$ cat src/rtl/sd_pkg.sv
// sd_pkg: shared SD SPI-mode command constants, state encoding and CRC7 byte step
package sd_pkg;

    typedef enum logic [2:0] {
        ST_IDLE,
        ST_PRE,
        ST_FRAME,
        ST_POLL,
        ST_TRAIL,
        ST_POST,
        ST_DONE
    } state_t;

    localparam logic [5:0] CMD0   = 6'd0;
    localparam logic [5:0] CMD8   = 6'd8;
    localparam logic [5:0] CMD55  = 6'd55;
    localparam logic [5:0] ACMD41 = 6'd41;
    localparam logic [5:0] CMD58  = 6'd58;

    localparam int R1_IDLE        = 0;
    localparam int R1_ILLEGAL_CMD = 2;

    localparam logic [7:0] NO_OP      = 8'hFF;
    localparam logic [1:0] START_BITS = 2'b01;

    function automatic logic [6:0] crc7_byte(input logic [6:0] crc, input logic [7:0] d);
        logic [6:0] c;
        logic       fb;
        c = crc;
        for (int i = 7; i >= 0; i--) begin
            fb = c[6] ^ d[i];
            c  = {c[5:0], 1'b0} ^ (fb ? 7'h09 : 7'h00);
        end
        return c;
    endfunction

endpackage

$ cat src/rtl/sd_crc7.sv
// sd_crc7: registered CRC7 (x^7+x^3+1), one byte folded in per enabled cycle
module sd_crc7
    import sd_pkg::*;
(
    input  logic       clk,
    input  logic       rst,
    input  logic       clr,
    input  logic       en,
    input  logic [7:0] data,
    output logic [6:0] crc
);

    logic [6:0] crc_q;

    // clear wins over update so a new command always starts from zero
    always_ff @(posedge clk) begin
        if (rst || clr) crc_q <= 7'd0;
        else if (en)    crc_q <= crc7_byte(crc_q, data);
    end

    assign crc = crc_q;

endmodule

$ cat src/rtl/sd_cmd_sequencer.sv
// sd_cmd_sequencer: frames one SD SPI command, polls R1, collects trailer, drives cs
module sd_cmd_sequencer
    import sd_pkg::*;
#(
    parameter int NCR_MAX = 8
) (
    input  logic        clk,
    input  logic        rst,
    input  logic        cmd_valid,
    output logic        cmd_ready,
    input  logic [5:0]  cmd_index,
    input  logic [31:0] cmd_arg,
    input  logic        resp_len,
    input  logic        keep_cs,
    output logic        resp_valid,
    output logic [7:0]  resp_r1,
    output logic [31:0] resp_data,
    output logic        resp_timeout,
    output logic        cs,
    output logic        spi_start,
    output logic [7:0]  spi_tx_byte,
    input  logic [7:0]  spi_rx_byte,
    input  logic        spi_done
);

    state_t      state_q, state_d;
    logic        busy_q, busy_d;
    logic [7:0]  cnt_q, cnt_d;
    logic [7:0]  r1_q, r1_d;
    logic [31:0] data_q, data_d;
    logic        to_q, to_d;
    logic        cs_q, cs_d;
    logic [5:0]  idx_q;
    logic [31:0] arg_q;
    logic        len_q;
    logic        keep_q;
    logic [6:0]  crc;
    logic [7:0]  frame_byte;
    logic        accept;
    logic        done;

    assign cmd_ready    = state_q == ST_IDLE;
    assign accept       = cmd_valid && cmd_ready;
    assign done         = busy_q && spi_done;
    assign frame_byte   = cnt_q == 8'd0 ? {START_BITS, idx_q} :
                          cnt_q == 8'd1 ? arg_q[31:24] :
                          cnt_q == 8'd2 ? arg_q[23:16] :
                          cnt_q == 8'd3 ? arg_q[15:8]  :
                          cnt_q == 8'd4 ? arg_q[7:0]   : {crc, 1'b1};
    assign spi_tx_byte  = state_q == ST_FRAME ? frame_byte : NO_OP;
    assign resp_r1      = r1_q;
    assign resp_data    = data_q;
    assign resp_timeout = to_q;
    assign cs           = cs_q;

    sd_crc7 u_crc (
        .clk  (clk),
        .rst  (rst),
        .clr  (accept),
        .en   (spi_start && state_q == ST_FRAME && cnt_q < 8'd5),
        .data (frame_byte),
        .crc  (crc)
    );

    // state and response registers; command fields are captured on accept
    always_ff @(posedge clk) begin
        if (rst) begin
            state_q <= ST_IDLE;
            busy_q  <= 1'b0;
            cnt_q   <= 8'd0;
            r1_q    <= NO_OP;
            data_q  <= 32'd0;
            to_q    <= 1'b0;
            cs_q    <= 1'b1;
        end else begin
            state_q <= state_d;
            busy_q  <= busy_d;
            cnt_q   <= cnt_d;
            r1_q    <= r1_d;
            data_q  <= data_d;
            to_q    <= to_d;
            cs_q    <= cs_d;
        end
        if (accept) begin
            idx_q  <= cmd_index;
            arg_q  <= cmd_arg;
            len_q  <= resp_len;
            keep_q <= keep_cs;
        end
    end

    // byte issue/wait handshake and transaction sequencing
    always_comb begin
        state_d    = state_q;
        busy_d     = busy_q;
        cnt_d      = cnt_q;
        r1_d       = r1_q;
        data_d     = data_q;
        to_d       = to_q;
        cs_d       = cs_q;
        resp_valid = 1'b0;
        spi_start  = !busy_q && (state_q inside {ST_PRE, ST_FRAME, ST_POLL, ST_TRAIL} ||
                                 (state_q == ST_POST && !keep_q));
        if (spi_start) busy_d = 1'b1;
        if (done)      busy_d = 1'b0;
        case (state_q)
            ST_IDLE: if (accept) begin
                state_d = ST_PRE;
                cs_d    = 1'b0;
                to_d    = 1'b0;
                data_d  = 32'd0;
                cnt_d   = 8'd0;
            end
            ST_PRE: if (done) state_d = ST_FRAME;
            ST_FRAME: if (done) begin
                state_d = cnt_q == 8'd5 ? ST_POLL : ST_FRAME;
                cnt_d   = cnt_q == 8'd5 ? 8'd0 : cnt_q + 8'd1;
            end
            ST_POLL: if (done) begin
                if (!spi_rx_byte[7]) begin
                    r1_d    = spi_rx_byte;
                    state_d = len_q && !spi_rx_byte[R1_ILLEGAL_CMD] ? ST_TRAIL : ST_POST;
                    cnt_d   = 8'd0;
                end else if (cnt_q == 8'(NCR_MAX - 1)) begin
                    r1_d    = NO_OP;
                    to_d    = 1'b1;
                    state_d = ST_POST;
                end else begin
                    cnt_d = cnt_q + 8'd1;
                end
            end
            ST_TRAIL: if (done) begin
                data_d  = {data_q[23:0], spi_rx_byte};
                state_d = cnt_q == 8'd3 ? ST_POST : ST_TRAIL;
                cnt_d   = cnt_q + 8'd1;
            end
            ST_POST: if (keep_q || done) state_d = ST_DONE;
            ST_DONE: begin
                resp_valid = 1'b1;
                state_d    = ST_IDLE;
            end
            default: state_d = ST_IDLE;
        endcase
        if (state_d == ST_POST && !keep_q) cs_d = 1'b1;
    end

endmodule

$ cat config.mk
export PLATFORM = sky130hd
export DESIGN_NAME = sd_cmd_sequencer
export DESIGN_NICKNAME = d
export VERILOG_FILES = /design/src/rtl/sd_pkg.sv /design/src/rtl/sd_crc7.sv /design/src/rtl/sd_cmd_sequencer.sv
export SDC_FILE = /design/constraint.sdc
export NUM_CORES = 1
export LEC_CHECK = 0
export ABC_AREA = 0
export ABC_CLOCK_PERIOD_IN_PS = 8400
export BUFFER_PORTS_ARGS = -buffer_cell sky130_fd_sc_hd__buf_4
export CORE_MARGIN = 2
export CORE_UTILIZATION = 50
export CTS_CLUSTER_DIAMETER = 40
export DETAILED_ROUTE_END_ITERATION = 7
export PLACE_DENSITY_LB_ADDON = 0.2
export SYNTH_ARGS = -nofsm -noshare
export SYNTH_HDL_FRONTEND = slang
export SYNTH_SLANG_ARGS = --single-unit
export TNS_END_PERCENT = 1
$ cat constraint.sdc
create_clock -name clk -period 8.4 [get_ports clk]
set_clock_uncertainty 0.15 [all_clocks]
set_input_delay 0.84 -clock clk [delete_from_list [all_inputs] [get_ports clk]]
set_output_delay 0.84 -clock clk [all_outputs]
set_load 0.01 [all_outputs]
==> results.yml <==
timing:
  worst_pin_slew_ns: 1.00
  fin_setup_tns_ns: 0
  setup_viol: 0
  max_clock_freq_mhz: 254
  hold_viol_final: 0
  relSlewSlack: 0.333
  maxSlewViolCount: 0
  final.setup.worst_slack_ns: 4.46
  timing.hold.ws_ns: 0.312
  finalCritPeriodShare: 0.469
  period_minus_slack_ns: 3.94
  rsz0062_at_grt: "false"
global_route:
  grt_pass1_vias: 3666
  grt_max_degree: 41
  track_usage: 0.226
  grt_pass1_wl_microns: 18300
  grt_overflow: 0
  antenna_found_initial: 0
clocking:
  htreeDepth: 3
  post_cts_resized: 0
  cts_tree: "done"
  cts-root-buf: "clkbuf_8"
  numCtsBuffers: 9
  clk_pin_slew_worst_paths_ns: 0.09
  clockBufferDepth: 2
  post-cts-setup-buffers: 0
  insertion_delay_ns: 0.37
  ctsHoldBuffers: 0
  cts_sinks: 101
route:
  drtIter0Drc: 248
  wire_per_inst_microns: 16.1
  first_pass_iters: 4
  routed_wl_microns: 11400
  vias: 3995
  drcViolationCount: 0
  postRouteAntennaNets: 0
  via_per_inst: 5.64
hold_path:
  min_from: "resp_data[26]"
  holdPathStages: 2
  hold_class: "flip-flop to flip-flop"
yosys:
  synth-simple-area-share: 0.212
  synthTopCellsByArea: "dfxtp_1 26%, edfxtp_1 26%, a21oi_1 6.3%, nand2_1 4.6%, nand3_1 3.9%"
  synthCells: 502
  synth_top_family_by_area: "simple AND/OR/NAND/NOR gates"
  ys_ff_latch: 101
  synth_commonest_cells: "61 x dfxtp_1, 59 x a21oi_1, 57 x nand2_1"
  synth.most_common_cell: "dfxtp_1"
  synth_compound_area_frac: 0.185
  yosysWarnings: 0
  netlist-cell-type-count: 67
  ys_seq_area_frac: 0.516
  ys_async_sr_fraction: 0
  muxShareOfSynthArea: 0.00213
  syn_area_per_cell_sq_um: 9.36
  syn_nets: 558
  netlist_area_sq_mm: 0.00470
  yosysTopAreaCell: "dfxtp_1"
  synth_xor_area_frac: 0.0336
  synth_edf_count: 40
  synth_ff_type: "dfxtp_1"
  synth_top_area_share: 0.260
  synth_fa_ha_area_frac: 0.0107
floorplanning:
  die_h_microns: 101
  pin_count: 105
  die_w_microns: 101
  core_sq_mm: 0.00920
  die-area_sq_mm: 0.0102
  row_count: 35
  initial_core_util: 0.511
power_and_ir_drop:
  p_per_area_mw_per_mm2: 169
  worst_ir_drop_vdd_mv: 0.105
  cellLeakagePower_uw: 0.00216
final_layout:
  n_fill_cell: 770
  final_nets: 648
  antenna_cells: 0
  area.growth.synth_to_final_pct: 21.6
  final_layout_size_suffix_gt1_frac: 0.243
placed_design:
  portBuffers: 104
  dp_hpwl_microns: 8020
  gp_congestion: 0.878
  dpl_worst_slack_ns: 4.80
flow_run:
  maxCapViolations: 0
worst_setup_path:
  r2r_slack_ns: 5.19
  reg2regPathDepth: 10
  crit_path_end_kind: "output port"
  worstReg2RegStart: "cnt_q[0]"
  cp-startpoint: "cnt_q[0]"
  crit_end: "spi_tx_byte[2]"
  worstPathMaxFanout: 23
  critPathRequiredTime_ns: 7.41
  reg2reg_to: "u_crc.crc[4]"
  start_kind: "flip-flop"
  crit_type: "flip-flop to output port"
  arrival_ns: 2.95
status:
  status: "complete, no violations"
flip-flops by register name, indices dropped and copies added (netlist names):
signal,count
resp_data,32
idx_q,6
keep_q,1
cnt_q,8
u_crc.crc,7
state_q,3
resp_r1,8
cs,1
arg_q,32
busy_q,1
len_q,1
resp_timeout,1
final cells by class:
| class | count | area [sq um] | area share |
|---|---|---|---|
| Clock buffer | 11 | 141 | 0.0248 |
| Multi-Input combinational cell | 358 | 2090 | 0.367 |
| Sequential cell | 101 | 2420 | 0.424 |
| Tap cell | 111 | 139 | 0.0243 |
| Clock inverter | 5 | 50.0 | 0.00877 |
| Timing Repair Buffer | 108 | 811 | 0.142 |
| Inverter | 14 | 52.6 | 0.00920 |
worst min path at each step:
| stage | end | slack (ns) |
|---|---|---|
| after floorplan | u_crc.crc[2] | 0.31 |
| after global placement | resp_data[26] | 0.29 |
| after detailed placement | resp_data[29] | 0.30 |
| after CTS | resp_data[31] | 0.31 |
| after global routing | resp_data[26] | 0.34 |
| final | resp_data[26] | 0.31 |
power breakdown:
| group | total, uW | internal (uW) | switching, uW |
|---|---|---|---|
| Clock | 300 | 133 | 167 |
| Sequential | 537 | 528 | 8.98 |
| Combinational | 127 | 54.2 | 72.4 |
| Total | 963 | 715 | 248 |
per-stage QoR:
| stage | util | std cells | area (sq um) | power [uW] |
|---|---|---|---|---|
| 4_1_cts | 0.621 | 708 | 5710 | 970 |
| 3_5_place_dp | 0.600 | 692 | 5520 | 674 |
| 2_1_floorplan | - | 502 | 4700 | 631 |
| 5_1_grt | 0.621 | 708 | 5710 | 1000 |
| 6_report | 0.621 | 708 | 5710 | 963 |
| 3_3_place_gp | 0.600 | 692 | 5520 | 670 |
critical path, stage by stage, from the launching register on:
cell      delay, ns
dfxtp_1        0.37
inv_1          0.10
ha_1           0.69
nand2b_1       0.38
o22ai_1        0.17
a211o_1        0.30
a221oi_1       0.24
a21oi_1        0.11
nand2_1        0.12
buf_4          0.13
cells in the final DEF, fill, tap and decap left out, drive strengths merged, types with 3 or more instances in the layout:
cell type and count:
a31oi 4, o21ai 28, a21oi 59, nor2 39
xor2 6, edfxtp 40, and2 3, or2 7
o31ai 4, nand3 37, xnor2 12, o211ai 3
nor2b 10, or3 4, nor4 3, nand2 57
clkbuf 11, inv 16, ha 4, a32oi 3
nand2b 9, a211oi 3, dfxtp 61, buf 108
o21a 3, nor3 16, o22ai 8, a21o 3
and3 4
logic make-up after synthesis:
logic type      after synthesis
mux                           1
compound gates              138
buf+inv                      43
fa+ha+maj                     4
simple gates                197
xor+xnor                     18
flops                       101
per-layer routing:
metal / up-vias / routed length (microns) / global-route usage
li1: 1983 / - / -
met1: 1873 / 5380 / 0.335
met2: 123 / 5290 / 0.337
met3: 16 / 553 / 0.0430
met4: 0 / 166 / 0.0676
met5: - / 0 / 0
No activity file was read; power rests on OpenSTA's default activity.
